--- config.mk ---
export PLATFORM = sky130hd
export DESIGN_NAME = fetch_unit
export DESIGN_NICKNAME = d
export VERILOG_FILES = /design/src/rtl/fetch_unit.sv
export SDC_FILE = /design/constraint.sdc
export NUM_CORES = 1
export LEC_CHECK = 0
export ABC_CLOCK_PERIOD_IN_PS = 7400
export BUFFER_PORTS_ARGS = -buffer_cell sky130_fd_sc_hd__buf_2
export CAP_MARGIN = 5
export CORE_MARGIN = 2
export CORE_UTILIZATION = 48
export CTS_CLUSTER_SIZE = 28
export DETAILED_ROUTE_END_ITERATION = 8
export GPL_TIMING_DRIVEN = 0
export PLACE_DENSITY = 0.73
export SETUP_SLACK_MARGIN = 0.3
export SLEW_MARGIN = 5
export SYNTH_ARGS = -nofsm -noshare
export SYNTH_HDL_FRONTEND = slang
export SYNTH_SLANG_ARGS = --single-unit
--- constraint.sdc ---
create_clock -name clk_i -period 7.4 [get_ports clk_i]
set_input_delay 0.37 -clock clk_i [delete_from_list [all_inputs] [get_ports clk_i]]
set_output_delay 0.37 -clock clk_i [all_outputs]
set_load 0.02 [all_outputs]
--- src/rtl/fetch_unit.sv ---
// Instruction-fetch front end: owns the PC, drives the instruction memory read port,
// buffers fetched words in a small FIFO and hands {pc, instr} to decode. Optional: FETCH_MISALIGN_TRAP_EN.
module fetch_unit #(
    parameter logic [31:0] RESET_PC   = 32'h0000_0000,
    parameter int          FIFO_DEPTH = 2,
    parameter logic [31:0] NOP_INSTR  = 32'h0000_0013
) (
    input  logic        clk_i,
    input  logic        rst_ni,
    output logic [31:0] imem_addr_o,
    output logic        imem_en_o,
    input  logic [31:0] imem_instr_i,
    input  logic        redirect_i,
    input  logic [31:0] redirect_pc_i,
    input  logic        halt_i,
    output logic        valid_o,
    input  logic        ready_i,
    output logic [31:0] instr_o,
    output logic [31:0] pc_o
`ifdef FETCH_MISALIGN_TRAP_EN
    ,
    output logic        misalign_o
`endif
);

    localparam int AW = (FIFO_DEPTH > 1) ? $clog2(FIFO_DEPTH) : 1;
    localparam int CW = AW + 1;

    typedef enum logic [1:0] {
        S_WAIT,
        S_RUN,
        S_HALT
`ifdef FETCH_MISALIGN_TRAP_EN
        ,
        S_TRAP
`endif
    } state_t;

    state_t          state;
    state_t          state_nxt;
    logic [31:0]     pc;
    logic [CW-1:0]   count;
    logic [AW-1:0]   wr_ptr;
    logic [AW-1:0]   rd_ptr;
    logic            redir;
    logic            fetch;
    logic            pop;
    logic            vld_p1;
    logic [31:0]     redir_target;

    logic [31:0]     fifo_pc_p1    [FIFO_DEPTH];
    logic [31:0]     fifo_instr_p1 [FIFO_DEPTH];

    // Redirects are ignored in the single WAIT cycle after reset.
    assign redir = redirect_i && (state != S_WAIT);
    assign fetch = (state == S_RUN) && !halt_i && !redirect_i && (count < CW'(FIFO_DEPTH));
    assign pop   = vld_p1 && ready_i && !redirect_i;

`ifdef FETCH_MISALIGN_TRAP_EN
    // Misaligned targets are loaded verbatim so the trapping address stays visible.
    assign redir_target = redirect_pc_i;
    assign vld_p1       = (count != '0) && (state != S_TRAP);
`else
    assign redir_target = {redirect_pc_i[31:2], 2'b00};
    assign vld_p1       = (count != '0);
`endif

    always_comb begin
        state_nxt = state;
        case (state)
            S_WAIT:  state_nxt = S_RUN;
            S_RUN:   if (halt_i) state_nxt = S_HALT;
            S_HALT:  if (!halt_i) state_nxt = S_RUN;
            default: state_nxt = state;
        endcase
`ifdef FETCH_MISALIGN_TRAP_EN
        if (redir) begin
            if (redirect_pc_i[1:0] != 2'b00)
                state_nxt = S_TRAP;
            else if (state == S_TRAP)
                state_nxt = S_RUN;
        end
`endif
    end

    always_ff @(posedge clk_i or negedge rst_ni) begin
        if (!rst_ni) begin
            state  <= S_WAIT;
            pc     <= RESET_PC;
            count  <= '0;
            wr_ptr <= '0;
            rd_ptr <= '0;
        end else begin
            state <= state_nxt;
            if (redir) begin
                pc     <= redir_target;
                count  <= '0;
                wr_ptr <= '0;
                rd_ptr <= '0;
            end else begin
                if (fetch) begin
                    pc     <= pc + 32'd4;
                    wr_ptr <= wr_ptr + 1'b1;
                end
                if (pop)
                    rd_ptr <= rd_ptr + 1'b1;
                if (fetch && !pop)
                    count <= count + 1'b1;
                else if (!fetch && pop)
                    count <= count - 1'b1;
            end
        end
    end

`ifdef FETCH_MISALIGN_TRAP_EN
    always_ff @(posedge clk_i or negedge rst_ni) begin
        if (!rst_ni)
            misalign_o <= 1'b0;
        else if (redir)
            misalign_o <= (redirect_pc_i[1:0] != 2'b00);
    end
`endif

    // Stage p1: fetched word captured in the FIFO; occupancy is tracked by count.
    always_ff @(posedge clk_i) begin
        if (fetch) begin
            fifo_pc_p1[wr_ptr]    <= pc;
            fifo_instr_p1[wr_ptr] <= imem_instr_i;
        end
    end

    assign imem_addr_o = pc;
    assign imem_en_o   = fetch;
    assign valid_o     = vld_p1;
    assign instr_o     = vld_p1 ? fifo_instr_p1[rd_ptr] : NOP_INSTR;
    assign pc_o        = vld_p1 ? fifo_pc_p1[rd_ptr] : 32'h0000_0000;

endmodule

==> summary.txt, run 1 <==
Detailed routing
  • DR pass1 iterations: 4
  • DRC Markers: 0
  • DR vias: 4423
  • Wire per inst: 16.25 um
  • 1st-iter DRT viols: 257
  • Vias per Instance: 5.096
  • Post-Route WL: 14.10 mm
  • Final ANT Viol Nets: 0

Critical path
  • R2R Setup Slk: 5.22 ns
  • Critical path class: flop to output pin
  • Worst Path Arrival: 2.47 ns
  • Maximum fanout along the worst path: 10
  • Worst path slowest cell: clkbuf_1
  • Family with the most delay on the worst path: buffers and inverters
  • Req. time, crit path: 7.03 ns
  • Worst path cell trace: nor2_1 -> clkbuf_1 -> buf_1 -> nor2_1 -> buf_2
  • CP peak stage delay: 0.45 ns
  • CP endpoint kind: output pin
  • Buffers and inverters on the worst path: 3
  • Top cell by count, worst path: nor2_1
  • R2r startpoint: state[1]
  • Setup crit end: pc_o[22]
  • Critical Path Source Type: flop
  • WP depth: 5
  • Worst Reg-to-Reg Cells: 4
  • FF-to-FF End: fifo_instr_p1[0][29]
  • Setup crit start: count[1]

Placement
  • HPWL after DPL: 9.900 mm
  • Number of port buffers: 160
  • Gpl congestion: 0.8340
  • Area after DPL: 7839 um^2

Final layout
  • Ant diodes: 0
  • Fillcell total: 1134
  • Final design instance area without fill: 8479 um^2
  • Layout cell share with drive strength beyond 1: 0.3270
  • Post-layout nets: 745
  • Area growth syn-to-layout: 25.78%
  • Util after Layout: 0.6156

Clock tree
  • Reg clk slew, reported paths: 0.06 ns
  • CTS tree: yes
  • Clk sinks: 160
  • Clk_lat worst skew: 0.42 ns
  • Post-CTS Resized: 0
  • Number of H-tree levels: 4
  • Root Buffer: clkbuf_16
  • Post-CTS Setup Inserts: 0
  • Inserted Clock Buffers: 17
  • CTS hold repair buffers: 0
  • CTS max path bufs: 2

Floorplan
  • Chip Height: 122.5 um
  • Die Area: 15010 um^2
  • Core ar.: 13770 um^2
  • Row Count: 43
  • IO Pins: 167
  • Initial cell density of the core: 0.4895
  • Die Wd: 122.5 um

STA
  • Slew HR: 0.4132
  • Worst Tran Pin Value: 0.8802 ns
  • Final min period: 2.840 ns
  • F_max: 352.1 MHz
  • Skew final: 0.008459 ns
  • Setup TNS: 0 ns
  • Period utilization: 0.3838
  • Final setup vio count: 0
  • Final Hold Viols: 0
  • Slew Viols, Final: 0
  • RSZ-0062 raised after global routing: false

Hold path
  • Hold WC Path Type: input port to async pin

Synthesis
  • Async set-reset flop share out of synthesis: 0.2250
  • Share of the synthesized area in the top cell type: 0.5523
  • Mapped Cells: 491
  • Post-synth EDFFs: 124
  • Yosys reg bits: 160
  • Sequential share of the synthesized area: 0.6860
  • Most instantiated cells after synthesis: edfxtp_1, nor2_1, mux2i_1, nand2_1, dfrtp_1
  • Post-synth cell types: 41
  • Largest area contributor in the netlist: edfxtp_1
  • Mean Syn Cell Area: 13.73 um^2
  • Synth warn: 0
  • Count leader, synth: edfxtp_1
  • Top post-synthesis cells by area: edfxtp_1, dfrtp_1, mux2i_1
  • Top_reg_cell synth: edfxtp_1
  • Synthesized area: 6741 um^2

Outcome
  • Status: completed

Global routing
  • Gr usage total: 0.1939
  • Vias in the first global route: 4320
  • Global-route wire length before repair: 21.63 mm
  • Largest net degree at the start of global routing: 63
  • Antenna violations before repair: 1
  • Gr ovfl total: 0

Power and ir drop
  • Leak Pwr: 3.241 nW
  • Power Dens Cells: 276.5 nW/um^2
  • Maximum VDD drop: 0.1513 mV

Flow run
  • Max-cap violations: 0
worst register-to-register path, delay by kind of cell (launching register included):
family,cells,cell delay (ns)
buf+inv,1,0.27
simple gates,3,1.15
flops,1,0.45
sequential cells by signal, summed over array words and instances, names as in the netlist:
register,flops
fifo_instr_p1,64
fifo_pc_p1,60
imem_addr_o,30
count,2
state,2
rd_ptr,1
wr_ptr,1
layout make-up:
class	instances	area, um^2	area share
Sequential cell	160	4624	0.5454
Multi-Input combinational cell	302	1998	0.2357
Timing Repair Buffer	162	848.3	0.1000
Clock buffer	20	456.7	0.05386
Tap cell	180	225.2	0.02656
Clock inverter	12	183.9	0.02169
Buffer	24	112.6	0.01328
Inverter	8	30.03	0.003541
cells in the final DEF (no fill, tap or decap), types with 2 or more instances in the layout:
cell / Yosys / layout
clkinvlp_4: 0 / 2
clkinv_4: 0 / 5
xor2_1: 7 / 7
a21oi_1: 4 / 4
bufinv_16: 0 / 4
o21ai_2: 3 / 3
nand4_1: 2 / 2
nand3_1: 8 / 8
nand2_1: 50 / 50
clkbuf_1: 11 / 12
and3_1: 5 / 4
edfxtp_1: 124 / 124
nor3_2: 7 / 7
conb_1: 1 / 4
dfrtp_1: 36 / 36
mux2i_1: 62 / 62
nor4_2: 2 / 2
or4_4: 2 / 2
buf_2: 3 / 163
o21ai_0: 12 / 12
buf_1: 5 / 5
nor2_1: 69 / 68
buf_4: 5 / 5
o21ai_1: 16 / 16
clkbuf_8: 0 / 2
and4_1: 2 / 2
clkbuf_16: 0 / 17
nor3_1: 7 / 7
xnor2_1: 24 / 24
inv_1: 7 / 7
nand4_4: 2 / 2
report_power, final:
| group | internal, mW | switching [mW] |
|---|---|---|
| sequential | 1.03 | 0.0582 |
| combinational | 0.122 | 0.212 |
| clock | 0.584 | 0.335 |
| total | 1.74 | 0.605 |
kinds of logic (layout without fill, tap and decap cells):
group                    count (synthesis)  after routing  share of synthesized area
adder cells (fa/ha/maj)                  2              2                   0.003341
other                                    1              4                  0.0005563
buffers and inverters                   32            226                    0.02116
AO/OA/AOI/OAI                           38             38                    0.03137
XOR/XNOR                                31             31                    0.04027
AND/OR/NAND/NOR                        165            165                     0.1253
multiplexers                            62             62                    0.09206
flip-flops                             160            160                     0.6860
how the worst min path moves through the flow:
stage	slack [ns]	from	endpoint
finish	0.05	rst_ni	imem_addr_o[28]
CTS	0.07	rst_ni	imem_addr_o[28]
global placement	0.51	rst_ni	imem_addr_o[28]
global route	0.11	rst_ni	imem_addr_o[28]
detailed placement	0.53	rst_ni	imem_addr_o[28]
floorplan	0.07	rst_ni	count[0]
metal layers:
metal  routed length (um)  global-route usage
met5                   12                   0
met4                  255             0.07256
met3                  949             0.05530
met1                 5904              0.2462
met2                 6980              0.3174
metrics by stage:
stage / setup slack [ns] / hold WS, ns / total power, mW / instances
6_report: 4.560 / 0.05280 / 2.345 / 868
5_1_grt: 4.320 / 0.1079 / 2.438 / 868
4_1_cts: 4.488 / 0.07243 / 2.366 / 868
3_5_place_dp: 4.943 / 0.5257 / 1.447 / 836
3_3_place_gp: 1.798 / 0.5107 / 1.434 / 834
2_1_floorplan: 3.367 / 0.07441 / 1.311 / 494
No activity file was read; power rests on OpenSTA's default activity.
==> run 2: changes to the inputs <==
Settings changed: ABC_CLOCK_PERIOD_IN_PS 7400 to 2550, PLACE_DENSITY 0.73 to 0.76.
Clock period 7.4 ns to 2.55 ns, I/O delays scaled along.
==> run 2 against run 1 <==
  * Global-route usage rose by 1.8 points
  * Sequential power rose to 2.9 times the previous value
  * Critical path type is now flop to flop
  * Utilization rose by 4.6 points
  * Clock power rose to 2.8 times the previous value
  * Critical path depth fell by 3
  * Design area rose by 7.5%
  * Die area did not move
==> summary.txt, run 2 (synthesized netlist as in run 1, its figures left out) <==
Floorplan
  • IO Pins: 167
  • Chip Height: 122.5 um
  • Row Count: 43
  • Die Wd: 122.5 um
  • Initial cell density of the core: 0.4895
  • Die Area: 15010 um^2
  • Core ar.: 13770 um^2

Detailed routing
  • DR vias: 4680
  • Final ANT Viol Nets: 0
  • DR pass1 iterations: 4
  • DRC Markers: 0
  • Post-Route WL: 15.35 mm
  • Wire per inst: 16.43 um
  • 1st-iter DRT viols: 304
  • Vias per Instance: 5.011

Critical path
  • Req. time, crit path: 2.59 ns
  • Maximum fanout along the worst path: 62
  • CP endpoint kind: flop
  • Worst path slowest cell: and3_4
  • Worst path cell trace: nor3b_4 -> and3_4
  • Critical path class: flop to flop
  • Worst Path Arrival: 2.15 ns
  • CP peak stage delay: 0.84 ns
  • Family with the most delay on the worst path: simple AND/OR/NAND/NOR gates
  • Buffers and inverters on the worst path: 0
  • Critical Path Source Type: flop

Clock tree
  • Number of H-tree levels: 4
  • CTS max path bufs: 2
  • Clk sinks: 160
  • CTS tree: yes
  • Inserted Clock Buffers: 17
  • Clk_lat worst skew: 0.42 ns
  • Root Buffer: clkbuf_16
  • Reg clk slew, reported paths: 0.06 ns

STA
  • Worst Tran Pin Value: 0.8873 ns
  • Skew final: 0.006540 ns
  • Slew HR: 0.4085
  • Final setup vio count: 0
  • Final min period: 2.107 ns
  • F_max: 474.7 MHz
  • Slew Viols, Final: 0
  • RSZ-0062 raised after global routing: false
  • Setup TNS: 0 ns
  • Final Hold Viols: 0
  • Period utilization: 0.8261

Final layout
  • Layout cell share with drive strength beyond 1: 0.3050
  • Commonest non-fill, non-tap cell in the layout: buf_2
  • Area growth syn-to-layout: 35.17%
  • Ant diodes: 0
  • Max reg flops: 64
  • Most frequent cells in the layout: buf_2, edfxtp_1, nor2_1
  • Post-layout nets: 811
  • Area of the multi-input gates: 2008 um^2
  • Biggest register: fifo_instr_p1
  • Fillcell total: 1003
  • FF+latch area: 4624 um^2

Global routing
  • Largest net degree at the start of global routing: 63
  • Vias in the first global route: 4621
  • Gr usage total: 0.2119
  • Global-route wire length before repair: 23.59 mm
  • Gr ovfl total: 0
  • Antenna violations before repair: 0

Power and ir drop
  • Maximum VDD drop: 0.3807 mV
  • Clk pwr share: 0.379
  • Cell-internal power: 5.051 mW
  • Power, Total: 6.825 mW
  • Switching pwr: 1.773 mW
  • Combinational Power Share: 0.156
  • Power Dens Cells: 748.9 nW/um^2
  • Leak Pwr: 3.531 nW
  • Sequential share of power: 0.466
  • Switching Fraction: 0.2599

Hold path
  • Hold WC Path Type: input port to flop

Outcome
  • Status: completed

Placement
  • Number of port buffers: 160
  • HPWL after DPL: 10.27 mm
  • Gpl congestion: 0.8176

Flow run
  • Max-cap violations: 0
## run 2: cell count changes in the layout (fill, tap and decap cells not counted), sizes merged
cell	previous run	this run
clkinvlp	2	0
inv	7	8
dlygate4sd3	0	64
buf	175	177
clkinv	7	8
## run 2: layout make-up
class                      instances  area share
sequential                       160      0.5075
multi-input combinational        302      0.2204
timing repair buffer             228      0.1650
clock buffer                      20     0.04792
tap                              180     0.02472
clock inverter                    12     0.01799
buffer                            24     0.01318
inverter                           8    0.003295
## run 2: power groups by stage
stage          clock network, mW  registers, mW  logic (mW)
6_report                    2.58           3.18        1.06
3_5_place_dp                   0           3.23       0.985
3_3_place_gp                   0           3.21       0.945
5_1_grt                     2.73           3.20        1.16
4_1_cts                     2.62           3.18        1.07
2_1_floorplan                  0           3.26       0.545
## run 2: path summary, 6_finish.rpt
check	from	end	slack [ns]	cells after the start
max in group asynchronous	rst_ni	state[0]	1.63	2
hold / removal	ready_i	count[0]	0.04	3
hold reg to reg	imem_addr_o[31]	fifo_pc_p1[1][31]	0.53	0
setup reg to reg	state[1]	fifo_pc_p1[1][29]	0.44	2
setup / recovery	state[1]	fifo_pc_p1[1][29]	0.44	2
min in group asynchronous	rst_ni	imem_addr_o[28]	0.37	2
## run 2: timing repair
action,in CTS,in global routing
setup buffers,0,2
pin swaps,0,1
hold endpoints to repair,131,0
gates resized for setup,8,0
endpoints found under the setup margin,60,49
hold buffers,64,0
## run 2: per-stage QoR
step                      cell area (um^2)  worst slack [ns]  instances    util  hold WS, ns
after detailed placement              7841            0.1753        836  0.5693       0.2878
after global routing                  9112            0.3291        934  0.6616      0.03115
after CTS                             9097            0.3288        932  0.6605      0.01824
final                                 9112            0.4434        934  0.6616      0.04338
after floorplan                       6764            0.2978        494       -      -0.1681
after global placement                7790           -0.2689        834  0.5656       0.2723
## run 2: worst reg2reg max path, delay by kind of cell (launching register included)
kind	cells	cell delay (ns)
AND/OR/NAND/NOR	2	1.22
flip-flops	1	0.47
## run 2: metal layers
layer / global-route usage / up-vias / part of all wire
met5: 0 / - / 0
met4: 0.07256 / 0 / 0.014
met3: 0.05762 / 18 / 0.057
met2: 0.3649 / 155 / 0.51
met1: 0.2577 / 2248 / 0.42
li1: - / 2259 / -
